[src/rtl/hazard_tracker_pkg.sv]
// hazard_tracker_pkg: register-index width, x0 constant and pipeline shadow-entry layouts
package hazard_tracker_pkg;
  localparam int REG_W = 5;
  typedef logic [REG_W-1:0] reg_idx_t;
  localparam reg_idx_t X0 = '0;
  typedef struct packed {
    logic     valid;
    reg_idx_t rs1;
    reg_idx_t rs2;
    reg_idx_t rd;
    logic     regwrite;
    logic     memread;
  } ex_entry_t;
  typedef struct packed {
    logic     valid;
    reg_idx_t rd;
    logic     regwrite;
  } mem_entry_t;
  typedef struct packed {
    logic     valid;
    reg_idx_t rd;
    logic     regwrite;
  } wb_entry_t;
  typedef enum logic [1:0] {ADVANCE, LOAD_USE, FLUSH, BUSY} action_e;
  function automatic logic reads(input logic used, input reg_idx_t src, input reg_idx_t rd);
    return used && src == rd;
  endfunction
endpackage

[src/rtl/hazard_tracker_stage_reg.sv]
// hazard_stage_reg: one shadow pipeline entry; valid is the MSB, bubble clears only valid
module hazard_stage_reg #(
  parameter int W = 8
) (
  input  logic         clk,
  input  logic         rst,
  input  logic         hold,
  input  logic         bubble,
  input  logic [W-1:0] d,
  output logic [W-1:0] q
);
  logic [W-1:0] q_d, q_q;
  always_comb q_d = hold ? q_q : bubble ? {1'b0, q_q[W-2:0]} : d;
  always_ff @(posedge clk) begin
    if (rst) q_q <= '0;
    else q_q <= q_d;
  end
  assign q = q_q;
endmodule

[src/rtl/hazard_tracker.sv]
// hazard_tracker: load-use / flush / memory-busy hazard control with forwarding operands
module hazard_tracker
  import hazard_tracker_pkg::*;
(
  input  logic        cpu_clk,
  input  logic        cpu_rst,
  input  logic        id_valid,
  input  logic [4:0]  id_rs1,
  input  logic [4:0]  id_rs2,
  input  logic        id_rs1_used,
  input  logic        id_rs2_used,
  input  logic [4:0]  id_rd,
  input  logic        id_regwrite,
  input  logic        id_memread,
  input  logic        flush,
  input  logic        mem_busy,
  output logic        stall_pc,
  output logic        stall_ifid,
  output logic        flush_ifid,
  output logic        bubble_idex,
  output logic [4:0]  id_ex_rs1,
  output logic [4:0]  id_ex_rs2,
  output logic [4:0]  ex_mem_rd,
  output logic [4:0]  mem_wb_rd,
  output logic        ex_mem_regwrite,
  output logic        mem_wb_regwrite,
  output logic [31:0] stall_cycles
);
  ex_entry_t  ex_d, ex_q;
  mem_entry_t mem_d, mem_q;
  wb_entry_t  wb_d, wb_q;
  action_e    act;
  logic       load_use;
  logic [31:0] stall_cycles_d, stall_cycles_q;
  always_comb begin
    load_use = id_valid && ex_q.valid && ex_q.memread && ex_q.regwrite && ex_q.rd != X0 &&
               (reads(id_rs1_used, id_rs1, ex_q.rd) || reads(id_rs2_used, id_rs2, ex_q.rd));
    act = mem_busy ? BUSY : flush ? FLUSH : load_use ? LOAD_USE : ADVANCE;
    ex_d = '{valid: id_valid, rs1: id_rs1, rs2: id_rs2, rd: id_rd,
             regwrite: id_regwrite, memread: id_memread};
    mem_d = '{valid: ex_q.valid, rd: ex_q.rd, regwrite: ex_q.regwrite};
    wb_d = '{valid: mem_q.valid, rd: mem_q.rd, regwrite: mem_q.regwrite};
    // controls are masked while reset is asserted so nothing leaks out of a discarded stall
    stall_pc = !cpu_rst && (act == BUSY || act == LOAD_USE);
    stall_ifid = stall_pc;
    flush_ifid = !cpu_rst && act == FLUSH;
    bubble_idex = !cpu_rst && (act == FLUSH || act == LOAD_USE);
    stall_cycles_d = (stall_pc && stall_cycles_q != 32'hFFFF_FFFF) ? stall_cycles_q + 32'd1 : stall_cycles_q;
  end
  hazard_stage_reg #(.W($bits(ex_entry_t))) u_ex (
    .clk(cpu_clk), .rst(cpu_rst), .hold(act == BUSY),
    .bubble(act == FLUSH || act == LOAD_USE), .d(ex_d), .q(ex_q)
  );
  hazard_stage_reg #(.W($bits(mem_entry_t))) u_mem (
    .clk(cpu_clk), .rst(cpu_rst), .hold(act == BUSY), .bubble(1'b0), .d(mem_d), .q(mem_q)
  );
  hazard_stage_reg #(.W($bits(wb_entry_t))) u_wb (
    .clk(cpu_clk), .rst(cpu_rst), .hold(act == BUSY), .bubble(1'b0), .d(wb_d), .q(wb_q)
  );
  always_ff @(posedge cpu_clk) begin
    if (cpu_rst) stall_cycles_q <= '0;
    else stall_cycles_q <= stall_cycles_d;
  end
  assign id_ex_rs1 = ex_q.rs1;
  assign id_ex_rs2 = ex_q.rs2;
  assign ex_mem_rd = mem_q.rd;
  assign mem_wb_rd = wb_q.rd;
  assign ex_mem_regwrite = !cpu_rst && mem_q.valid && mem_q.regwrite;
  assign mem_wb_regwrite = !cpu_rst && wb_q.valid && wb_q.regwrite;
  assign stall_cycles = stall_cycles_q;
endmodule

[config.mk]
export PLATFORM = sky130hd
export DESIGN_NAME = hazard_tracker
export DESIGN_NICKNAME = d
export VERILOG_FILES = /design/src/rtl/hazard_tracker_pkg.sv /design/src/rtl/hazard_tracker_stage_reg.sv /design/src/rtl/hazard_tracker.sv
export SDC_FILE = /design/constraint.sdc
export NUM_CORES = 1
export LEC_CHECK = 0
export CORE_UTILIZATION = 45
export CTS_CLUSTER_DIAMETER = 60
export DETAILED_ROUTE_END_ITERATION = 6
export PLACE_DENSITY = 0.75
export SLEW_MARGIN = 0
export SYNTH_ARGS = -nofsm -noshare
export SYNTH_HDL_FRONTEND = slang
export SYNTH_SLANG_ARGS = --single-unit
[constraint.sdc]
create_clock -name cpu_clk -period 4.5 [get_ports cpu_clk]
set_input_delay 0.675 -clock cpu_clk [delete_from_list [all_inputs] [get_ports cpu_clk]]
set_output_delay 0.675 -clock cpu_clk [all_outputs]
set_load 0.01 [all_outputs]
==> results.md <==
Timing:
- Setup repair after global routing left no endpoint under its margin.
- For the final routed database, the setup TNS stands at 0 ps.
- The relative slew slack is 39.9%.
- For the final database, setup skew stands at 9.51 ps.
- The slew at the pin closest to its max-slew limit is 901 ps.
- After layout, the worst path uses 81.8% of the clock period.
- The number of hold-slack violations in the final timing report is 0.
- Timing would allow up to around 270 MHz.
- The number of pins with negative max-slew slack in the final report is 0.
- Counting I/O delays and the setup requirement, the final critical path takes 3680 ps.
- The number of setup violations in the final report is 0.

Clock network:
- The clock-pin transition on the worst setup and hold timing paths is 80 ps.
- The clock sink count is 64.
- Post-CTS timing repair inserted 0 buffers for setup.
- The maximum level of the CTS H-tree is 3.
- The number of buffers inserted for hold repair after clock tree synthesis is 0.
- The deepest clock path buffer count is 2.
- The clock tree from TritonCTS is built.
- The clock latency of the later-clocked register in the worst-skew pair is 340 ps.
- Post-CTS repair changed the size of 0 cells.
- The CTS buffer count is 9.
- The clock tree root driver cell is sky130_fd_sc_hd__clkbuf_8.

Global routing:
- Entering global routing, the biggest net connects 37 pins.
- The global-route wire length before repair is 11800 um.
- The number of antenna violations at the first check in global routing is 0.
- The via count of the first global-routing pass is 2490.
- For this run, the total global-route usage over all layers was measured as 20.1%.
- Global routing finished with a remaining overflow of 0.

Die:
- The initial utilization of the core area, before any placement, comes to between 40% and 50%.
- For this design the top-level I/O count stands at 82.
- The die is 86.6 um wide.
- The placement row count is 30.
- The die covers about 0.0075 mm^2.
- The floorplan step defined a core boundary enclosing 0.00687 mm^2.
- Measured along the y axis, the die boundary spans 86.6 um.

Synthesis:
- The portion of synthesized cell area occupied by the leading cell type is slightly below 40%.
- By area the synthesized netlist is led by sky130_fd_sc_hd__dfxtp_1, sky130_fd_sc_hd__mux2i_1, sky130_fd_sc_hd__nor2_1.
- The share of async-settable or async-resettable flops after synthesis is 0%.
- Dividing the synthesized area by the synthesized cell count gives between 8 and 9 um^2.
- When the netlist entered floorplanning its net count stood at 387.
- The flip-flop and latch count after synthesis is 64.
- The post-synthesis cell type with the largest combined area is sky130_fd_sc_hd__dfxtp_1.
- The Yosys step of the flow raised 0 warnings.
- The number of enable flip-flop cells after synthesis is 0.
- The complex-gate fraction of the synthesized area is 6.33%.
- Synthesis produced 359 cells.
- The share of cell area taken by muxes after synthesis is 13.6%.
- By area, the combinational part of the netlist is dominated by simple AND/OR/NAND/NOR gates.
- The simple-gate share of the synthesized area is 25.5%.
- The sequential-to-total area share from yosys stat is approximately two fifths.
- The synthesized netlist devotes 1.55% of its cell area to adder and majority cells.
- Of the total synthesized cell area, the portion taken by XOR and XNOR cells is ~5.7%.
- Among all flip-flop cells after synthesis, the most frequent one is sky130_fd_sc_hd__dfxtp_1.
- The netlist area before placement is 0.00322 mm^2.
- Counting distinct cell types in the post-synthesis netlist gives 42.

Drt:
- The total length of routed wires is 7130 um.
- In the final routed layout, each cell accounts on average for 13.8 um.
- After detailed routing, the number of vias per cell comes to 5.20.
- The remaining antenna violation count after routing is 0.
- Across all layers, the routed design uses 2693 vias.
- In the routed design, unresolved DRC markers number 0.
- In this run, the number of DRC markers left after iteration 0 of detailed routing was 124.
- The first detailed-routing pass took 4 iterations.

Critical path:
- The worst register-to-register path has a depth of 9.
- For the worst setup path, the data required time is ~3800 ps.
- Data arrives at the worst endpoint at 3000 ps.
- The biggest fanout along the worst timing path is 22.
- The critical path class is in -> out.
- The worst setup path is launched from an input pin.
- The endpoint kind of the worst setup timing path is an output port.

Final layout:
- Measured on the finished design, the core utilization comes to a little over 60%.
- The final non-filler cell total is 518.
- The layout cell share with drive strength beyond 1 is 9.48%.
- The signed area change from the synthesized netlist to the final layout is 30.2%.
- The number of antenna diodes is 0.
- The final layout net count is roughly 450.

Power and ir drop:
- The worst-case IR drop observed on VDD is 0.232 mV.
- The internal portion of the total power is 0.999 mW.
- Of the total power, the clock network draws 46.6%.
- The part of the power in registers is between 40% and 50%.
- The design draws 1.29 mW.
- The net switching power figure is between 0.2 and 0.3 mW.
- The switching share of power is 22.8%.
- The portion of total power attributed to combinational logic is roughly 8%.
- The power per cell area is approximately 300 mW/mm^2.
- The leakage power figure is between 1 and 1.5 nW.

Placement:
- During placement, the flow inserted port buffers numbering 81.
- The total half-perimeter wirelength after legalization and detailed placement is a little over 5000 um.
- In this run, placement finished with an instance count of around 500.
- The congestion estimate from routability-driven global placement came to a little under 0.8.

Job:
- The max-capacitance violation count is 0.

Hold path:
- The worst hold path passes through 2 cells.
- The min-delay analysis places its worst path in the category reg -> reg.

Outcome:
- The flow ran to the end, and the final reports show no timing, DRC or antenna violations.
## power by group through the flow
stage / Combinational, mW / Clock [mW] / Sequential, mW
after floorplan: 0.0646 / 0 / 0.595
after global placement: 0.105 / 0 / 0.597
after detailed placement: 0.106 / 0 / 0.597
after CTS: 0.107 / 0.616 / 0.584
after global routing: 0.116 / 0.640 / 0.585
final: 0.106 / 0.603 / 0.584
## per-layer routing
metal,GRT usage [%],share of wire [%]
met1,24.7,45
met2,32.8,47
met3,7.90,8.0
met4,5.45,0.79
met5,0,0
## final cells by class
cell class	count	area [um^2]
Fill cell	595	2670
Tap cell	96	120
Timing Repair Buffer	84	828
Clock inverter	7	120
Sequential cell	64	1280
Multi-Input combinational cell	251	1700
Clock buffer	9	124
Inverter	7	26.3
## worst max-delay path, cell delays in order
cell	delay, ps
sky130_fd_sc_hd__clkdlybuf4s50_1	500
sky130_fd_sc_hd__xnor2_1	130
sky130_fd_sc_hd__nand4_1	140
sky130_fd_sc_hd__o22ai_1	200
sky130_fd_sc_hd__nand2_1	70
sky130_fd_sc_hd__nand2_1	100
sky130_fd_sc_hd__inv_1	260
sky130_fd_sc_hd__ha_1	300
sky130_fd_sc_hd__nor2b_1	120
sky130_fd_sc_hd__clkdlybuf4s50_1	500
## through the flow
stage	hold WS [ps]	area [um^2]	setup slack, ps
2_1_floorplan	461	3220	1460
3_3_place_gp	478	3950	840
3_5_place_dp	485	3950	818
4_1_cts	504	4200	819
5_1_grt	526	4200	692
6_report	499	4200	821
## cells by family (layout without fill, tap and decap cells)
logic type	count (synthesis)	after routing
adders and majority gates	4	4
DFF	64	64
AOI/OAI and AO/OA	27	27
xor gates and xnor gates	21	21
and+or+nand+nor	157	157
buffers and inverters	44	107
muxes	42	42
## cell usage in the layout (no fill, tap or decap), types with 2 or more instances in the layout
master and n:
sky130_fd_sc_hd__o31ai_1 8, sky130_fd_sc_hd__a21oi_1 10, sky130_fd_sc_hd__clkbuf_8 9, sky130_fd_sc_hd__clkinv_4 2, sky130_fd_sc_hd__buf_4 3, sky130_fd_sc_hd__nand3_1 12, sky130_fd_sc_hd__inv_1 7, sky130_fd_sc_hd__nor3b_1 2
sky130_fd_sc_hd__nor4_1 5, sky130_fd_sc_hd__and4_1 3, sky130_fd_sc_hd__xnor2_1 21, sky130_fd_sc_hd__dfxtp_1 64, sky130_fd_sc_hd__bufinv_16 3, sky130_fd_sc_hd__and3_1 6, sky130_fd_sc_hd__or3_1 3, sky130_fd_sc_hd__clkdlybuf4s50_1 80
sky130_fd_sc_hd__mux2i_1 32, sky130_fd_sc_hd__ha_1 4, sky130_fd_sc_hd__nor2_1 61, sky130_fd_sc_hd__and2_1 2, sky130_fd_sc_hd__nand4_1 10, sky130_fd_sc_hd__mux2_2 9, sky130_fd_sc_hd__nand2_1 18, sky130_fd_sc_hd__nor2b_1 12
sky130_fd_sc_hd__or2_2 2, sky130_fd_sc_hd__nor3_1 7, sky130_fd_sc_hd__or4_1 8
## registers in the layout (all words and copies together) (netlist names)
name          cells
u_wb.q            7
u_ex.q           18
stall_cycles     32
u_mem.q           7
## synth_stat cells, types with 2 or more instances
master                     number
sky130_fd_sc_hd__nor2b_1       12
sky130_fd_sc_hd__or2_2          2
sky130_fd_sc_hd__nand2_1       18
sky130_fd_sc_hd__dfxtp_1       64
sky130_fd_sc_hd__nand4_1       10
sky130_fd_sc_hd__clkbuf_1      11
sky130_fd_sc_hd__nor4_1         5
sky130_fd_sc_hd__buf_1          4
sky130_fd_sc_hd__o31ai_1        8
sky130_fd_sc_hd__ha_1           4
sky130_fd_sc_hd__mux2_2         9
sky130_fd_sc_hd__a21oi_1       10
sky130_fd_sc_hd__and2_1         2
sky130_fd_sc_hd__xnor2_1       21
sky130_fd_sc_hd__nor3_1         7
sky130_fd_sc_hd__buf_4         21
sky130_fd_sc_hd__nor2_1        61
sky130_fd_sc_hd__nor3b_1        2
sky130_fd_sc_hd__and4_1         3
sky130_fd_sc_hd__or3_1          3
sky130_fd_sc_hd__or4_1          8
sky130_fd_sc_hd__nand3_1       12
sky130_fd_sc_hd__and3_1         6
sky130_fd_sc_hd__inv_1          7
sky130_fd_sc_hd__mux2i_1       32
## worst paths after layout
check	startpoint	endpoint	slack, ps
worst max register to register	u_ex.q[3]	u_ex.q[1]	1910
worst max-delay path	id_rs1[4]	flush_ifid	820
worst min register to register	u_wb.q[1]	u_wb.q[1]	500
worst min-delay path	u_wb.q[1]	u_wb.q[1]	500
(Power assumes the default switching activity.)
